File: config.mk
export PLATFORM = sky130hd
export DESIGN_NAME = lsu
export DESIGN_NICKNAME = d
export VERILOG_FILES = /design/src/rtl/lsu.sv
export SDC_FILE = /design/constraint.sdc
export NUM_CORES = 1
export LEC_CHECK = 0
export ABC_AREA = 1
export BUFFER_PORTS_ARGS = -buffer_cell sky130_fd_sc_hd__buf_4
export CAP_MARGIN = 10
export CORE_MARGIN = 3
export CORE_UTILIZATION = 45
export DETAILED_ROUTE_END_ITERATION = 10
export GPL_ROUTABILITY_DRIVEN = 0
export PLACE_DENSITY = 0.77
export SLEW_MARGIN = 25
export SYNTH_ARGS = -nofsm -noshare
export SYNTH_HDL_FRONTEND = slang
export SYNTH_SLANG_ARGS = --single-unit
File: constraint.sdc
create_clock -name clk -period 1.4 [get_ports clk]
set_input_delay 0.07 -clock clk [delete_from_list [all_inputs] [get_ports clk]]
set_output_delay 0.07 -clock clk [all_outputs]
set_load 0.05 [all_outputs]
File: src/rtl/lsu.sv
`default_nettype none
// ============================================================================
// Module   : lsu
// Purpose  : RV32I load/store unit. It sends one word-wide memory request at a
//            time and returns aligned, extended load data or an exception.
// Revision : 1.0 - initial release
// ============================================================================
module lsu (
    input  logic        clk,
    input  logic        reset,
    input  logic        in_valid,
    input  logic        in_is_store,
    input  logic [2:0]  in_funct3,
    input  logic [31:0] in_addr,
    input  logic [31:0] in_wdata,
    input  logic [4:0]  in_rd,
    output logic        busy,
    output logic        mem_req,
    output logic        mem_we,
    output logic [31:0] mem_addr,
    output logic [31:0] mem_wdata,
    output logic [3:0]  mem_wstrb,
    input  logic [31:0] mem_rdata,
    input  logic        mem_ack,
    output logic        out_valid,
    output logic        out_we,
    output logic [4:0]  out_rd,
    output logic [31:0] out_data,
    output logic        out_exc
);

    localparam logic [0:0] S_IDLE = 1'b0;
    localparam logic [0:0] S_REQ  = 1'b1;

    logic [0:0]  r_state;
    logic [2:0]  r_funct3;
    logic [1:0]  r_off;
    logic [4:0]  r_rd;
    logic        r_mem_we;
    logic [31:0] r_mem_addr;
    logic [31:0] r_mem_wdata;
    logic [3:0]  r_mem_wstrb;
    logic        r_out_valid;
    logic        r_out_we;
    logic        r_out_exc;
    logic [4:0]  r_out_rd;
    logic [31:0] r_out_data;

    logic        w_legal;
    logic        w_misaligned;
    logic [31:0] w_wdata;
    logic [3:0]  w_wstrb;
    logic [7:0]  w_byte;
    logic [15:0] w_half;
    logic [31:0] w_load_data;

    // Decode the offered operation; funct3[1:0] encodes the access size.
    always_comb begin
        w_legal = 1'b0;
        case (in_funct3)
            3'b000, 3'b001, 3'b010: w_legal = 1'b1;
            3'b100, 3'b101:         w_legal = !in_is_store;
            default:                w_legal = 1'b0;
        endcase
        w_misaligned = ((in_funct3[1:0] == 2'b01) && in_addr[0]) ||
                       ((in_funct3[1:0] == 2'b10) && (in_addr[1:0] != 2'b00));
        case (in_funct3[1:0])
            2'b00: begin
                w_wdata = {4{in_wdata[7:0]}};
                w_wstrb = 4'b0001 << in_addr[1:0];
            end
            2'b01: begin
                w_wdata = {2{in_wdata[15:0]}};
                w_wstrb = 4'b0011 << in_addr[1:0];
            end
            default: begin
                w_wdata = in_wdata;
                w_wstrb = 4'b1111;
            end
        endcase
        if (!in_is_store) begin
            w_wstrb = 4'b0000;
        end
    end

    // Lane selection and extension of returning load data.
    always_comb begin
        w_byte = mem_rdata[{r_off, 3'b000} +: 8];
        w_half = mem_rdata[{r_off[1], 4'b0000} +: 16];
        case (r_funct3)
            3'b000:  w_load_data = {{24{w_byte[7]}}, w_byte};
            3'b001:  w_load_data = {{16{w_half[15]}}, w_half};
            3'b100:  w_load_data = {24'd0, w_byte};
            3'b101:  w_load_data = {16'd0, w_half};
            default: w_load_data = mem_rdata;
        endcase
    end

    always_ff @(posedge clk) begin
        if (reset) begin
            r_state     <= S_IDLE;
            r_funct3    <= 3'd0;
            r_off       <= 2'd0;
            r_rd        <= 5'd0;
            r_mem_we    <= 1'b0;
            r_mem_addr  <= 32'd0;
            r_mem_wdata <= 32'd0;
            r_mem_wstrb <= 4'd0;
            r_out_valid <= 1'b0;
            r_out_we    <= 1'b0;
            r_out_exc   <= 1'b0;
            r_out_rd    <= 5'd0;
            r_out_data  <= 32'd0;
        end else begin
            r_out_valid <= 1'b0;
            r_out_we    <= 1'b0;
            r_out_exc   <= 1'b0;
            if (r_state == S_IDLE) begin
                if (in_valid) begin
                    if (w_legal && !w_misaligned) begin
                        r_state     <= S_REQ;
                        r_funct3    <= in_funct3;
                        r_off       <= in_addr[1:0];
                        r_rd        <= in_rd;
                        r_mem_we    <= in_is_store;
                        r_mem_addr  <= {in_addr[31:2], 2'b00};
                        r_mem_wdata <= w_wdata;
                        r_mem_wstrb <= w_wstrb;
                    end else begin
                        // Faulting access never reaches memory.
                        r_out_valid <= 1'b1;
                        r_out_exc   <= 1'b1;
                        r_out_rd    <= in_rd;
                        r_out_data  <= in_addr;
                    end
                end
            end else if (mem_ack) begin
                r_state     <= S_IDLE;
                r_out_valid <= 1'b1;
                r_out_we    <= !r_mem_we && (r_rd != 5'd0);
                r_out_rd    <= r_rd;
                r_out_data  <= r_mem_we ? 32'd0 : w_load_data;
            end
        end
    end

    assign busy      = (r_state != S_IDLE);
    assign mem_req   = (r_state == S_REQ);
    assign mem_we    = r_mem_we;
    assign mem_addr  = r_mem_addr;
    assign mem_wdata = r_mem_wdata;
    assign mem_wstrb = r_mem_wstrb;
    assign out_valid = r_out_valid;
    assign out_we    = r_out_we;
    assign out_rd    = r_out_rd;
    assign out_data  = r_out_data;
    assign out_exc   = r_out_exc;

endmodule
`default_nettype wire

* Word-level counts from Yosys, hierarchy flattened *
Index checks and enable logic that the tools add are counted.

storage, ports and cells
  output and inout port bits = 111
  bits of input ports = 109
  register bits = 118
  word-level logic and storage cells = 72

cells by class
  reduce and logical (&&, ||, !) cells = 20
  eq/ne operators = 11
  multiplexer cells = 22
  shift-type cells = 4
  bitwise operators = 2

operators by type and width
  kind                                             number
  two-way mux 32 bit                               5
  case mux 32 bit (4 select lines)                 1
  case mux 32 bit (2 select lines)                 1
  variable part select 32 x 6 -> 16 bit            1
  variable part select 32 x 6 -> 8 bit             1
  two-way mux 5 bit                                4
  == test 3 bit, second input constant             4
  two-way mux 1 bit                                8
  case mux 4 bit (2 select lines)                  1
  == test 3 x 1 -> 1 bit, second input constant    2
  logical NOT 3 bit                                2
  AND reduction 3 bit                              2
  OR reduction 3 bit                               2
  nonzero test 5 bit                               1
  logical AND 1 bit                                4
  two-way mux 4 bit                                1
  != test 2 bit, second input constant             2
  nonzero test 2 bit                               2
  OR reduction 2 bit                               2
  left shift 1 x 2 -> 4 bit, first input constant  1
  left shift 2 x 2 -> 4 bit, first input constant  1
  == test 3 x 2 -> 1 bit, second input constant    1
  logical NOT 1 bit                                3
  == test 2 x 1 -> 1 bit, second input constant    1
  other kinds (5)                                  6

* Longest topological paths before layout *
  depth after elaboration = 8
  mapped depth = 11
  gate-level depth less buffers = 10

* Worst setup path before layout *
OpenSTA, ideal clock, no wires.

  kind = reg2reg
  start point = register r_state (netlist: busy)
  end point = register r_out_data[3] (netlist: out_data[3])
  clock period less this slack = 1720 ps
  stages on the path, launching flop included = 11
  setup time = 64 ps
  data required time = 1336 ps
  path buffers = 2
  arrival time = 1656 ps
  slack = -320 ps
  cell sequence = dfxtp_1 > buf_4 > inv_2 > nor2_2 > inv_2 > buf_2 > nor2_1 > nand2_1 > o21ai_1 > nor2_1 > nor2_1

on the way
  word-level cells in the longest chain between the ends = 2
  elaborated cells on any way between the ends = 5
  those cells by class = 2 x eq/ne; 1 x mux; 2 x reduce/logical

ends and longest elaborated chain
  item                                                           line  RTL
  from (decl)                                                    35    logic [0:0] r_state;
  from (signal assigned)                                         101   r_state <= S_IDLE;
  from (signal assigned)                                         121   r_state <= S_REQ;
  from (signal assigned)                                         138   r_state <= S_IDLE;
  != test 2 bit (no line) or nonzero test 2 bit (tied branches)  n/a
  AND reduction 3 bit (no line)                                  n/a
  to (signal assigned)                                           134   r_out_data <= in_addr;
  to (signal assigned)                                           142   r_out_data <= r_mem_we ? 32'd0 : w_load_data;
  to (decl)                                                      47    logic [31:0] r_out_data;

Several ways; a longest one is shown, not always the timed one.
A chain may end at the register's enable or synchronous reset.

* Final worst setup path *
  start point = register r_state (netlist: busy)
  end point = register r_mem_wdata[16] (netlist: mem_wdata[16])

on the way
  word-level cells in the longest chain between the ends = 2

ends and longest elaborated chain
  item                           line  RTL
  inverter 1 bit (no line)       n/a
  AND reduction 3 bit (no line)  n/a
  to (signal assigned)           127   r_mem_wdata <= w_wdata;
  to (decl)                      41    logic [31:0] r_mem_wdata;

No other way between the ends.

==> qor.txt <==
F_max = 757.7 MHz
Largest stage delay, worst path = 0.36 ns
Pwr Total = 10710 µW
Max Cap Viol = 0
Fin crit period = 1.320 ns
Vias in the first global route = 6365
Inserted Diodes = 0
Peak supply drop = 832.1 µV
Pre-CTS setup slack = 0.03668 ns
Avg Inst Size Synth = 6.750 µm²
Hold wc startpoint = in_wdata[17]
DRT Wirelength = 20400 µm
Later-pin clock latency in the skew report = 0.42 ns
Hold Crit Class = primary input to flop
Core ar. = 12770 µm²
CP Cell Sequence = nor2_4 -> nand3_4 -> buf_4 -> clkbuf_16 -> nand2_1 -> a21oi_1
Max stage delay cell, worst path = dfxtp_4
WP buf/inv = 2
CP top delay family = buffers and inverters
Critical Path RT = 1.68 ns
Worst-path clk slew = 0.05 ns
Die area = 14650 µm²
DRC Markers = 0
Final Cycle Share = 94.27%
DR WL/cell = 15.35 µm
Grt ovf = 0
Max Clock Skew = 0.008110 ns
First-pass GRT wire length = 30810 µm
Sequential fraction of the synthesis area = 39.68%
Post-DP HPWL = 13430 µm
Initial DRT Pass Iterations = 5
Post-synthesis cell type count = 30
Synth Cell Area = 5953 µm²
Area leader, netlist = dfxtp_1
Die width = 121.0 µm
Clk buf depth = 2
Final setup vio count = 0
Final Non-Filler Cells = 1329
Area fraction of the dominant cell type after synthesis = 39.68%
Total power per unit cell area = 1187 nW/µm²
Crit path DAT = 1.60 ns
Setup tns final = 0 ns
Synthesis-to-finish area growth = 51.51%
TritonCTS buffer count = 17
DR vias = 6792
Placed cell count = 1243
PortBufs = 217
Row cnt = 41
Synthesized instance count = 882
Fin. max-slew vios = 0
DRT iter0 DRCs = 659
Fill cell count = 1029
Initial Util = 46.61%
Area contributors post-synth = dfxtp_1 (40%), nand2_1 (14%), a21oi_1 (9.0%)
Initial antenna violation count = 0
Synth warn = 0
Final Util = 70.61%
Largest net degree at the start of global routing = 61
H-tree levels = 4
Io pins = 220
CTS root buf = clkbuf_16
Final worst setup slack = 0.08020 ns
Startpoint type of the worst setup path = flop
CP Launch Point = busy
#FFs+latches synth = 118
Final hold viol count = 0
RSZ-0062 raised after global routing = no
Max FO, Critical Path = 22
Clock Sinks = 118
Antenna Nets Post-Route = 0
Share of post-route cells with drive strength above 1 = 28.44%
CP Class = flop to flop
CTS tree = done
P_leak = 0.004402 µW
Critical Path End Type = flop
Outcome = complete, no violations
Via density = 5.111
Total track usage = 26.56%
R2r startpoint = busy
Layout net count = 1257
Die height = 121.0 µm
Yosys cell counts, drive strengths merged:
| cell type | number |
|---|---|
| or2 | 1 |
| clkbuf | 26 |
| dfxtp | 118 |
| nor2 | 128 |
| nand3 | 16 |
| o2111ai | 1 |
| inv | 75 |
| a21oi | 125 |
| nand4 | 1 |
| nand3b | 24 |
| buf | 33 |
| nand2 | 239 |
| conb | 1 |
| o211ai | 2 |
| o21ai | 92 |
per-stage QoR:
| stage | cell area [µm²] | hold WS, ns |
|---|---|---|
| after floorplan | 5966 | 0.2127 |
| final | 9020 | 0.02096 |
| after detailed placement | 7730 | 0.3280 |
| after global routing | 9020 | 0.03147 |
| after global placement | 7730 | 0.3228 |
| after CTS | 8797 | 0.01009 |
cells in the final DEF, fill, tap and decap left out, types with 2 or more instances in the layout:
cell and count:
nand2_4 5, conb_1 2, nor2_2 3, dfxtp_2 2, dlygate4sd3_1 51, buf_4 236, inv_2 5, o211ai_1 2
nor2_4 2, inv_4 2, clkinv_2 2, o21ai_0 84, a21oi_2 18, dfxtp_1 115, buf_12 7, o21ai_1 8
nand3b_1 24, nand2_2 5, nand2_1 228, a21oi_1 106, nand3_1 15, nor2_1 123, clkbuf_16 23, inv_1 66
clkbuf_8 7, buf_8 3
worst register-to-register path: cells and delay by family, from the launching register on:
kind,cells,cell delay [ns]
DFF,1,0.36
and+or+nand+nor,3,0.39
buffers and inverters,2,0.39
AOI/OAI and AO/OA,1,0.06
layer usage:
layer | up-vias | wire (µm) | GRT usage (%)
met5 | - | 0 | 0
met4 | 0 | 699 | 12.96
met3 | 55 | 1441 | 7.319
met2 | 274 | 9689 | 42.58
met1 | 3122 | 8568 | 32.86
li1 | 3341 | - | -
report_power, final:
group	internal (µW)	switching [µW]
Combinational	1090	1890
Sequential	3620	132
Clock	2540	1440
Total	7250	3460
sequential cells by signal (all words and copies together) (netlist names), 2 cells and up:
register	flops
r_off	2
out_rd	5
mem_wstrb	4
out_data	32
mem_wdata	32
mem_addr	30
r_rd	5
r_funct3	3
path summary, 6_finish.rpt:
check	end	cells after the start	slack, ns
setup / recovery	mem_wdata[16]	6	0.08
hold / removal	mem_wdata[17]	5	0.02
setup reg to reg	mem_wdata[16]	6	0.08
hold reg to reg	mem_addr[2]	2	0.46
cells by family (layout without fill, tap and decap cells):
family | count (synthesis) | count (layout) | share of synthesized area (%)
AND/OR/NAND/NOR | 409 | 409 | 29.17
other | 1 | 2 | 0.06299
AO/OA/AOI/OAI | 220 | 220 | 19.90
buffers and inverters | 134 | 408 | 11.18
flip-flops | 118 | 118 | 39.68
repair_timing:
item	4_1_cts	5_1_grt
setup endpoints to repair	2	95
hold buffers	52	0
endpoints found under the hold margin	58	0
pin swaps	0	3
buffers inserted	0	1
gates cloned	0	6
gates resized for setup	1	25
cell type report:
cell class              count  area [µm²]  share of cell area [%]
multi-input cells         631        2948                   32.68
repair buffers            305        2641                   29.28
flip-flops and latches    118        2369                   26.26
clock buffers              25       525.5                   5.826
inverters                  75       304.0                   3.371
well taps                 172       215.2                   2.386
clock inverters             3       17.52                  0.1942
Power figures use the tool's default switching activity.
